**config.mk**
```make
export PLATFORM = sky130hd
export DESIGN_NAME = trap_ctrl
export DESIGN_NICKNAME = d
export VERILOG_FILES = /design/src/rtl/trap_ctrl_pkg.sv /design/src/rtl/trap_arb.sv /design/src/rtl/trap_ctrl.sv
export SDC_FILE = /design/constraint.sdc
export NUM_CORES = 1
export LEC_CHECK = 0
export CAP_MARGIN = 20
export CORE_AREA = 3 3 130 226
export DETAILED_ROUTE_END_ITERATION = 16
export DIE_AREA = 0 0 133 229
export SYNTH_ARGS = -nofsm -noshare
export SYNTH_HDL_FRONTEND = slang
export SYNTH_SLANG_ARGS = --single-unit
```
**constraint.sdc**
```tcl
create_clock -name iw_clk -period 3.68 [get_ports iw_clk]
set_input_delay 0.368 -clock iw_clk [delete_from_list [all_inputs] [get_ports iw_clk]]
set_output_delay 0.368 -clock iw_clk [all_outputs]
set_load 0.01 [all_outputs]
```
**src/rtl/trap_ctrl_pkg.sv**
```systemverilog
// Shared definitions for the trap/interrupt sequencer: address width, FSM
// state and cause encodings, and the captured trap context.
package trap_ctrl_pkg;

  localparam int unsigned HBIT_ADDR = 47;
  localparam int unsigned ADDR_W    = HBIT_ADDR + 1;
  localparam int unsigned CAUSE_W   = 4;
  localparam int unsigned ST_W      = 2;

  localparam logic [ST_W-1:0] ST_IDLE    = 2'd0;
  localparam logic [ST_W-1:0] ST_DRAIN   = 2'd1;
  localparam logic [ST_W-1:0] ST_VECTOR  = 2'd2;
  localparam logic [ST_W-1:0] ST_HANDLER = 2'd3;

  localparam logic [CAUSE_W-1:0] CAUSE_SWI      = 4'd0;
  localparam logic [CAUSE_W-1:0] CAUSE_IRQ_BASE = 4'd1;

  typedef logic [ADDR_W-1:0] addr_t;

  typedef struct packed {
    addr_t               target;
    addr_t               ret;
    logic [CAUSE_W-1:0]  cause;
  } trap_ctx_t;

  // Handler address for IRQ line idx; wraps at the address width.
  function automatic addr_t irq_vector(input addr_t base, input addr_t stride,
                                       input addr_t idx);
    return base + idx * stride;
  endfunction

endpackage

```
**src/rtl/trap_arb.sv**
```systemverilog
// Combinational trap arbiter: SWI beats IRQs; among enabled pending IRQs the
// lowest index wins.
module trap_arb #(
  parameter int unsigned NUM_IRQ = 4,
  parameter int unsigned IDX_W   = 2
) (
  input  logic               swi_req,
  input  logic [NUM_IRQ-1:0] pend,
  input  logic               ie,
  output logic               grant_c,
  output logic               swi_c,
  output logic [IDX_W-1:0]   idx_c
);

  always_comb begin
    grant_c = 1'b0;
    swi_c   = 1'b0;
    idx_c   = '0;
    if (swi_req) begin
      grant_c = 1'b1;
      swi_c   = 1'b1;
    end else if (ie) begin
      // Scan downward so the last hit is the lowest index.
      for (int i = NUM_IRQ - 1; i >= 0; i--) begin
        if (pend[i]) begin
          grant_c = 1'b1;
          idx_c   = IDX_W'(i);
        end
      end
    end
  end

endmodule

```
**src/rtl/trap_ctrl.sv**
```systemverilog
// Trap/interrupt sequencer: accepts SWI/IRQ traps at EX, drains the pipeline,
// issues a single redirect with LR write, and tracks handler residency to RETI.
module trap_ctrl
  import trap_ctrl_pkg::*;
#(
  parameter int unsigned NUM_IRQ      = 4,
  parameter addr_t       VEC_BASE     = 48'h0000_0000_0200,
  parameter addr_t       VEC_STRIDE   = 48'h10,
  parameter int unsigned DRAIN_CYCLES = 2
) (
  input  logic               iw_clk,
  input  logic               iw_rst_n,
  input  logic [NUM_IRQ-1:0] iw_irq,
  input  logic               iw_ie,
  input  logic               iw_ex_valid,
  input  logic [ADDR_W-1:0]  iw_ex_pc,
  input  logic               iw_ex_branch_taken,
  input  logic [ADDR_W-1:0]  iw_ex_branch_pc,
  input  logic               iw_swi_req,
  input  logic [ADDR_W-1:0]  iw_swi_vec,
  input  logic               iw_reti,
  output logic               ow_flush,
  output logic               ow_redirect_valid,
  output logic [ADDR_W-1:0]  ow_redirect_pc,
  output logic               ow_lr_we,
  output logic [ADDR_W-1:0]  ow_lr_val,
  output logic               ow_ie_clr,
  output logic               ow_ie_set,
  output logic [CAUSE_W-1:0] ow_cause,
  output logic               ow_in_handler,
  output logic               ow_double_trap
);

  localparam int unsigned IDX_W = (NUM_IRQ > 1) ? $clog2(NUM_IRQ) : 1;
  localparam int unsigned CNT_W = (DRAIN_CYCLES > 1) ? $clog2(DRAIN_CYCLES) : 1;

  logic [ST_W-1:0]    state_q, state_d;
  logic [CNT_W-1:0]   cnt_q, cnt_d;
  logic [NUM_IRQ-1:0] irq_q, pend_q, pend_d, pend_clr, irq_rise;
  trap_ctx_t          ctx_q, ctx_d;

  logic               grant_c, swi_c;
  logic [IDX_W-1:0]   idx_c;

  logic               flush_d, redirect_d, ie_clr_d, ie_set_d, in_handler_d, double_trap_d;
  addr_t              redirect_pc_d, lr_val_d;

  assign irq_rise = iw_irq & ~irq_q;

  trap_arb #(
    .NUM_IRQ (NUM_IRQ),
    .IDX_W   (IDX_W)
  ) u_arb (
    .swi_req (iw_ex_valid & iw_swi_req),
    .pend    (pend_q),
    .ie      (iw_ie),
    .grant_c (grant_c),
    .swi_c   (swi_c),
    .idx_c   (idx_c)
  );

  // Next state, trap capture, pending update and next output values.
  always_comb begin
    state_d       = state_q;
    cnt_d         = cnt_q;
    ctx_d         = ctx_q;
    pend_clr      = '0;
    ie_set_d      = 1'b0;
    double_trap_d = 1'b0;

    case (state_q)
      ST_IDLE: begin
        if (iw_ex_valid && grant_c) begin
          state_d   = ST_DRAIN;
          cnt_d     = '0;
          ctx_d.ret = iw_ex_branch_taken ? iw_ex_branch_pc : iw_ex_pc + ADDR_W'(1);
          if (swi_c) begin
            ctx_d.target = iw_swi_vec;
            ctx_d.cause  = CAUSE_SWI;
          end else begin
            ctx_d.target    = irq_vector(VEC_BASE, VEC_STRIDE, ADDR_W'(idx_c));
            ctx_d.cause     = CAUSE_IRQ_BASE + CAUSE_W'(idx_c);
            pend_clr[idx_c] = 1'b1;
          end
        end
      end
      ST_DRAIN: begin
        if (cnt_q == CNT_W'(DRAIN_CYCLES - 1)) state_d = ST_VECTOR;
        else                                   cnt_d   = cnt_q + CNT_W'(1);
      end
      ST_VECTOR: state_d = ST_HANDLER;
      ST_HANDLER: begin
        // RETI takes precedence over a coincident SWI.
        if (iw_ex_valid && iw_reti) begin
          state_d  = ST_IDLE;
          ie_set_d = 1'b1;
        end else if (iw_ex_valid && iw_swi_req) begin
          double_trap_d = 1'b1;
        end
      end
      default: state_d = ST_IDLE;
    endcase

    pend_d = (pend_q & ~pend_clr) | irq_rise;

    flush_d       = (state_d == ST_DRAIN) || (state_d == ST_VECTOR);
    redirect_d    = (state_d == ST_VECTOR);
    ie_clr_d      = redirect_d;
    in_handler_d  = (state_d == ST_HANDLER);
    redirect_pc_d = redirect_d ? ctx_d.target : '0;
    lr_val_d      = redirect_d ? ctx_d.ret    : '0;
  end

  always_ff @(posedge iw_clk or negedge iw_rst_n) begin
    if (!iw_rst_n) begin
      state_q           <= ST_IDLE;
      cnt_q             <= '0;
      irq_q             <= '0;
      pend_q            <= '0;
      ctx_q             <= '0;
      ow_flush          <= 1'b0;
      ow_redirect_valid <= 1'b0;
      ow_redirect_pc    <= '0;
      ow_lr_we          <= 1'b0;
      ow_lr_val         <= '0;
      ow_ie_clr         <= 1'b0;
      ow_ie_set         <= 1'b0;
      ow_in_handler     <= 1'b0;
      ow_double_trap    <= 1'b0;
    end else begin
      state_q           <= state_d;
      cnt_q             <= cnt_d;
      irq_q             <= iw_irq;
      pend_q            <= pend_d;
      ctx_q             <= ctx_d;
      ow_flush          <= flush_d;
      ow_redirect_valid <= redirect_d;
      ow_redirect_pc    <= redirect_pc_d;
      ow_lr_we          <= redirect_d;
      ow_lr_val         <= lr_val_d;
      ow_ie_clr         <= ie_clr_d;
      ow_ie_set         <= ie_set_d;
      ow_in_handler     <= in_handler_d;
      ow_double_trap    <= double_trap_d;
    end
  end

  assign ow_cause = ctx_q.cause;

endmodule
```
==> metrics.yaml, run 1 <==
clock_tree:
  cts-buffers-inserted: 21
  cts.htree.levels: 1
  cts_sinks: 211
  path_clk_slew_ps: 70
  cts-root-buf: "clkbuf_16"
  cts_max_path_buffers: 3
  worstSkewPairLatency_ps: 510
  post-cts-setup-buffers: 0
  cts_tree: "built"
sta:
  final-setup-viol-count: 0
  finalWorstSetupSlack_ps: 928
  tns_ps: 0
  final.period_utilization_pct: 74.8
  max-slew-margin-rel_pct: 46.6
  rsz0062_at_grt: "false"
  tightest_slew_ps: 800
  hold_violations: 0
  clock_skew_ps: 11.2
  finalMaxSlewViolations: 0
  fin_crit_ps: 2750
  fmax_ghz: 0.363
synthesis:
  syn_inst: 832
  synth-xor-area-share_pct: 2.32
  ys_seq_area_share_pct: 58.4
  synth_cell_types: 56
  synth_top_family_by_area: "simple AND/OR/NAND/NOR gates"
  synth_top_area_share_pct: 58.4
  synth_fa_ha_area_share_pct: 0.968
  ys_ff_latch: 211
  syn_area_per_cell_um2: 10.9
  netlist_top_cells_area: "dfrtp_1 (58%), a22o_1 (4.4%), and2_1 (3.8%)"
  yosys.area_share.simple_pct: 19.2
  mappedNetlistArea_um2: 9050
  synth.area.mux_share_pct: 1.44
  synth_compound_gate_area_share_pct: 13.7
  yosysTopAreaCell: "dfrtp_1"
  synth-edff-count: 0
  synth_warnings: 0
  async_flop_share_pct: 100
  syn_nets: 994
  ys.flop_type: "dfrtp_1"
cells_and_area:
  regArea_um2: 5280
  fin_nets: 1241
  fin_area_um2: 12700
  drive_gt1_share_pct: 7.41
  syn_to_final_growth_pct: 40.7
  nFillCells: 2645
  final_core_utilization_pct: 45.7
  multiInputGateArea_um2: 3420
place:
  gp_congestion: 0.807
  place_area_um2: 12000
  hpwl_um: 19700
  numPortBuffers: 260
  dp_slack_ps: 681
floorplanning:
  io-pin-count: 262
  die_area_um2: 30500
  die_w_um: 133
  start_util_pct: 32.5
  die_h_um: 229
  rows: 81
  design.core.area_um2: 27900
global_routing:
  grt_pass1_vias: 7697
  grt_overflow: 0
  track_usage_pct: 18.2
  antenna_found_initial: 3
  grt_pass1_wl_um: 43700
  grt_max_degree: 121
hold_path:
  hp-class: "in2reg"
routing:
  routedWlPerCell_um: 19.1
  routed_wl_um: 28000
  ant_nets: 0
  vias_per_cell: 4.96
  drtIter0Drc: 247
  remaining_drc_errors: 0
  num_vias: 7286
  dr.pass1.iters: 4
power:
  vdd_drop_max_v: 0.000339
  p_total_mw: 7.96
  p_leak_nw: 5.64
  p_per_area_nw_per_um2: 626
worst_setup_path:
  critPathMaxStageDelay_ps: 600
  path_cells: "o41a_1 -> o21a_2 -> nor2_1 -> ha_2 -> inv_1 -> buf_4 -> o41ai_1"
  cp_data_required_time_ps: 4070
  critPathKind: "reg2reg"
  cpLargestDelayFamily: "compound AO/OA/AOI/OAI gates"
  cp_slowest_cell: "ha_2"
  critPathLaunchType: "flip-flop"
  cp-end-kind: "flip-flop"
  timing.critical_path.buf_inv: 2
  critPathArrivalTime_ps: 3140
  path_max_fanout: 25
flow_run:
  maxCapViolations: 0
outcome:
  outcome: "complete, no violations"
worst reg2reg max path, stage by stage, from the launching register on:
cell and delay (ps):
dfrtp_1 410, o41a_1 500, o21a_2 230, nor2_1 150, ha_2 600, inv_1 120, buf_4 210, o41ai_1 400
path summary, 6_finish.rpt:
path | startpoint | endpoint | slack [ps] | depth (start not counted)
max | pend_q[1] | ow_lr_val[14] | 930 | 7
min | iw_irq[0] | irq_q[0] | 320 | 1
max reg2reg | pend_q[1] | ow_lr_val[14] | 930 | 7
min reg2reg | irq_q[3] | pend_q[3] | 420 | 1
max in group asynchronous | iw_rst_n | ow_redirect_pc[47] | 2270 | 3
min in group asynchronous | iw_rst_n | ctx_q[87] | 460 | 2
cell type report:
cell class / instances / area share (%)
diodes: 3 / 0.0590
clock buffers: 28 / 4.57
clock inverters: 9 / 1.01
inverters: 21 / 0.619
multi-input cells: 546 / 26.9
flip-flops and latches: 211 / 41.5
well taps: 373 / 3.67
repair buffers: 278 / 21.7
metal layers:
layer	vias to the layer above	wire length (um)	global-route usage (%)
li1	3440	-	-
met4	0	765	6.79
met2	240	15100	33.3
met1	3558	10600	20.8
met3	48	1520	3.23
met5	-	0	0
cell usage in the layout (no fill, tap or decap), types with 3 or more instances in the layout:
| cell type | synthesis | routed |
|---|---|---|
| nand3_1 | 42 | 42 |
| diode_2 | 0 | 3 |
| and2_1 | 55 | 55 |
| a21oi_1 | 49 | 49 |
| xor2_1 | 11 | 11 |
| clkbuf_1 | 35 | 4 |
| o21ai_0 | 38 | 38 |
| mux2i_1 | 13 | 13 |
| or2_2 | 8 | 8 |
| nor3_1 | 14 | 13 |
| nand4_1 | 14 | 14 |
| buf_4 | 6 | 15 |
| nand2b_1 | 6 | 6 |
| inv_1 | 20 | 20 |
| nor4_1 | 16 | 16 |
| o21a_1 | 8 | 7 |
| and3_1 | 23 | 23 |
| a31oi_1 | 8 | 8 |
| and4_1 | 8 | 8 |
| o31a_2 | 3 | 3 |
| nor3b_1 | 3 | 3 |
| a22o_1 | 45 | 45 |
| clkbuf_8 | 1 | 3 |
| clkdlybuf4s50_1 | 0 | 258 |
| nor2_1 | 28 | 28 |
| nand2_1 | 75 | 75 |
| clkinv_2 | 0 | 3 |
| xnor2_1 | 13 | 13 |
| ha_1 | 7 | 6 |
| o31ai_1 | 3 | 3 |
| o22ai_1 | 8 | 8 |
| o211ai_1 | 5 | 5 |
| dfrtp_1 | 211 | 211 |
| clkbuf_16 | 0 | 21 |
| bufinv_16 | 0 | 3 |
| or3_1 | 8 | 8 |
| o21ai_1 | 7 | 6 |
cell usage after synthesis (all sizes together) (3+ instances only):
cell and instances:
o22ai 8, mux2i 13, dfrtp 211, o211ai 5, clkbuf 36, o31a 5
and4 10, nand2b 6, o21ai 45, nor3b 3, o21a 8, inv 21
nor4 18, a31oi 8, a21oi 49, and3 24, nand2 75, xor2 11
buf 18, o31ai 3, xnor2 13, nor2 28, a22o 45, or2 8
nand4 16, and2 55, ha 7, nor3 15, or3 8, nand3 42
state kept, by name, indices dropped and copies added (netlist names):
| register | flops |
|---|---|
| cnt_q | 1 |
| ctx_q | 96 |
| irq_q | 4 |
| ow_cause | 3 |
| ow_double_trap | 1 |
| ow_flush | 1 |
| ow_ie_clr | 1 |
| ow_ie_set | 1 |
| ow_in_handler | 1 |
| ow_lr_val | 48 |
| ow_redirect_pc | 48 |
| pend_q | 4 |
| state_q | 2 |
metrics by stage:
stage	hold slack, ps	instances
5_1_grt	313	1469
4_1_cts	295	1466
3_5_place_dp	413	1428
2_1_floorplan	72.4	832
6_report	322	1469
3_3_place_gp	408	1428
kinds of logic after synthesis:
| family | after synthesis |
|---|---|
| DFF | 211 |
| muxes | 13 |
| and+or+nand+nor | 313 |
| xor gates and xnor gates | 24 |
| buffers and inverters | 75 |
| AOI/OAI and AO/OA | 188 |
| adders and majority gates | 7 |
| other | 1 |
power by group:
| group | switching, mW | internal, mW |
|---|---|---|
| Sequential | 0.253 | 3.11 |
| Clock | 0.918 | 1.33 |
| Combinational | 1.15 | 1.21 |
timing repair:
action                                 CTS  global route
hold buffers                             1             0
resized for setup                        0             0
endpoints found under the hold margin   97             0
No activity file was read; power rests on OpenSTA's default activity.
==> run 2: changes to the inputs <==
==> constraint.sdc (replaced) <==
create_clock -name iw_clk -period 2.3 [get_ports iw_clk]
set_input_delay 0.23 -clock iw_clk [delete_from_list [all_inputs] [get_ports iw_clk]]
set_output_delay 0.23 -clock iw_clk [all_outputs]
set_load 0.01 [all_outputs]
==> run 2 against run 1 <==
  * Utilization is 3.0 points higher
  * Combinational power is 74% higher
  * Via count is 4.6% higher
  * Flip-flop and latch count stayed put
  * Largest power group unchanged
==> metrics.yaml, run 2 (synthesis results as in run 1) <==
power:
  vdd_drop_max_v: 0.000585  # +72%
  p_seq_share_pct: 39.9  # -2.3 points
  pwr-share-comb_pct: 30.3  # +0.7 points
  clkPwrFrac_pct: 29.8  # +1.6 points
  internal_power_mw: 9.64  # +71%
  p_leak_nw: 6.10  # +8.2%
  switching_power_mw: 3.89  # +68%
  p_per_area_nw_per_um2: 997  # +59%
  swShare_pct: 28.8  # -0.33 points
worst_setup_path:
  critPathLaunchType: "flip-flop"
  cp-end-kind: "flip-flop"
  critPathKind: "reg2reg"
  cp_data_required_time_ps: 2720  # -1350 ps
  critPathArrivalTime_ps: 2590  # -550 ps
  path_max_fanout: 5  # -80%
cells_and_area:
  top_register: "ctx_q"
  drive_gt1_share_pct: 14.2  # +6.8 points
  syn_to_final_growth_pct: 50.0
  top_regs: "ctx_q x96, ow_lr_val x48, ow_redirect_pc x48"
  mostFrequentLayoutCell: "clkdlybuf4s50_1"
  fin_area_um2: 13600  # +6.6%
  fin_nets: 1318  # +6.2%
  nFillCells: 2578  # -2.5%
  final_cell_mix: "clkdlybuf4s50_1 (258), dfrtp_1 (211), buf_4 (81)"
  largest_reg_flops: 96  # unchanged
place:
  gp_congestion: 0.847  # +5.0%
  numPortBuffers: 260  # unchanged
  hpwl_um: 21300  # +8.1%
  place_area_um2: 12600  # +5.3%
sta:
  max-slew-margin-rel_pct: 59.5  # +13 points
  final-setup-viol-count: 0  # unchanged
  tightest_slew_ps: 608  # -193 ps
  hold_violations: 0  # unchanged
  final.period_utilization_pct: 94.2  # +19 points
  whs_ps: 184  # -138 ps
  tns_ps: 0  # unchanged
  fmax_ghz: 0.462  # +27%
  finalMaxSlewViolations: 0  # unchanged
  clock_skew_ps: 12.3  # +1.07 ps
  fin_crit_ps: 2170  # -585 ps
global_routing:
  grt_pass1_vias: 7813  # +1.5%
  grt_overflow: 0  # unchanged
  grt_util_met1_pct: 21.6  # +0.76 points
  grt_pass1_wl_um: 44900  # +2.7%
  antenna_found_initial: 3  # unchanged
  grt_busiest_layer: "met2"
  track_usage_pct: 18.8  # +0.66 points
  met2_usage_pct: 34.6  # +1.2 points
  grt_max_degree: 77  # -36%
  use_met3_pct: 2.84  # -0.40 points
floorplanning:
  design.core.area_um2: 27900  # unchanged
  die_area_um2: 30500  # unchanged
  die_h_um: 229  # unchanged
  start_util_pct: 32.5  # unchanged
  die_w_um: 133  # unchanged
  rows: 81  # unchanged
  io-pin-count: 262  # unchanged
clock_tree:
  cts_tree: "built"
  worstSkewPairLatency_ps: 520  # about the same
  cts.htree.levels: 1  # unchanged
  cts-buffers-inserted: 22  # +4.8%
  cts-root-buf: "clkbuf_16"
  path_clk_slew_ps: 60  # about the same
  cts_sinks: 211  # unchanged
  cts_max_path_buffers: 3  # unchanged
routing:
  vias_per_cell: 4.92  # -0.78%
  routed_wl_um: 29200  # +4.3%
  remaining_drc_errors: 0  # unchanged
  num_vias: 7618  # +4.6%
  dr.pass1.iters: 4  # unchanged
  routedWlPerCell_um: 18.9  # -1.1%
  ant_nets: 0  # unchanged
  drtIter0Drc: 303  # +23%
flow_run:
  maxCapViolations: 0  # unchanged
hold_path:
  hp-class: "in2reg"
outcome:
  outcome: "complete, no violations"
## run 2: cell count changes in the layout (fill, tap and decap cells not counted), sizes merged
cell,change
buf,+75
bufinv,+2
clkbuf,+1
clkinvlp,+1
## run 2: repair_timing
item,CTS,global route
endpoints found under the setup margin,0,28
hold buffers,1,0
setup buffers,0,2
hold endpoints to repair,71,0
resized for setup,0,7
## run 2: routing by layer
metal | wire length, um | share of wire, % | vias to the layer above
li1 | - | - | 3594
met3 | 1240 | 4.2 | 52
met2 | 16000 | 55 | 226
met4 | 973 | 3.3 | 0
met5 | 0 | 0 | -
met1 | 11000 | 38 | 3746
## run 2: cell type report
type / count / area (um^2) / share of cell area (%)
Antenna cell: 3 / 7.51 / 0.0553
Clock buffer: 28 / 623 / 4.59
Clock inverter: 12 / 211 / 1.56
Inverter: 21 / 78.8 / 0.581
Multi-Input combinational cell: 546 / 3460 / 25.5
Sequential cell: 211 / 5280 / 38.9
Tap cell: 373 / 467 / 3.44
Timing Repair Buffer: 354 / 3450 / 25.4
## run 2: worst paths after layout
check	from	to	slack [ps]	cells after the start
max	pend_q[1]	ow_redirect_pc[4]	130	8
max reg2reg	pend_q[1]	ow_redirect_pc[4]	130	8
max in group asynchronous	iw_rst_n	ow_redirect_pc[34]	1200	3
min	iw_irq[0]	irq_q[0]	180	1
min reg2reg	irq_q[0]	pend_q[0]	420	1
min in group asynchronous	iw_rst_n	ow_redirect_pc[15]	280	2
## run 2: critical path, stage by stage, from the launching register on
cell and delay (ps):
dfrtp_1 410, o41a_1 470, o21a_2 220, nor2_2 180, ha_4 190, inv_1 100
buf_12 150, buf_4 150, a211oi_2 190
## run 2: stage by stage
| step | setup WS [ps] | power (mW) | utilization (%) | std cells |
|---|---|---|---|---|
| finish | 134 | 13.5 | 48.7 | 1548 |
| global route | -3.83 | 14.3 | 48.7 | 1548 |
| CTS | 15.4 | 13.7 | 48.4 | 1542 |
| detailed placement | -273 | 9.54 | 45.4 | 1501 |
| global placement | -245 | 9.45 | 45.4 | 1501 |
| floorplan | 9.08 | 7.31 | - | 832 |
## run 2: power groups by stage
stage	registers, mW	logic [mW]	clock network, mW
3_5_place_dp	5.46	4.08	0
5_1_grt	5.52	4.49	4.30
6_report	5.40	4.10	4.03
4_1_cts	5.41	4.10	4.16
3_3_place_gp	5.44	4.02	0
2_1_floorplan	5.61	1.70	0
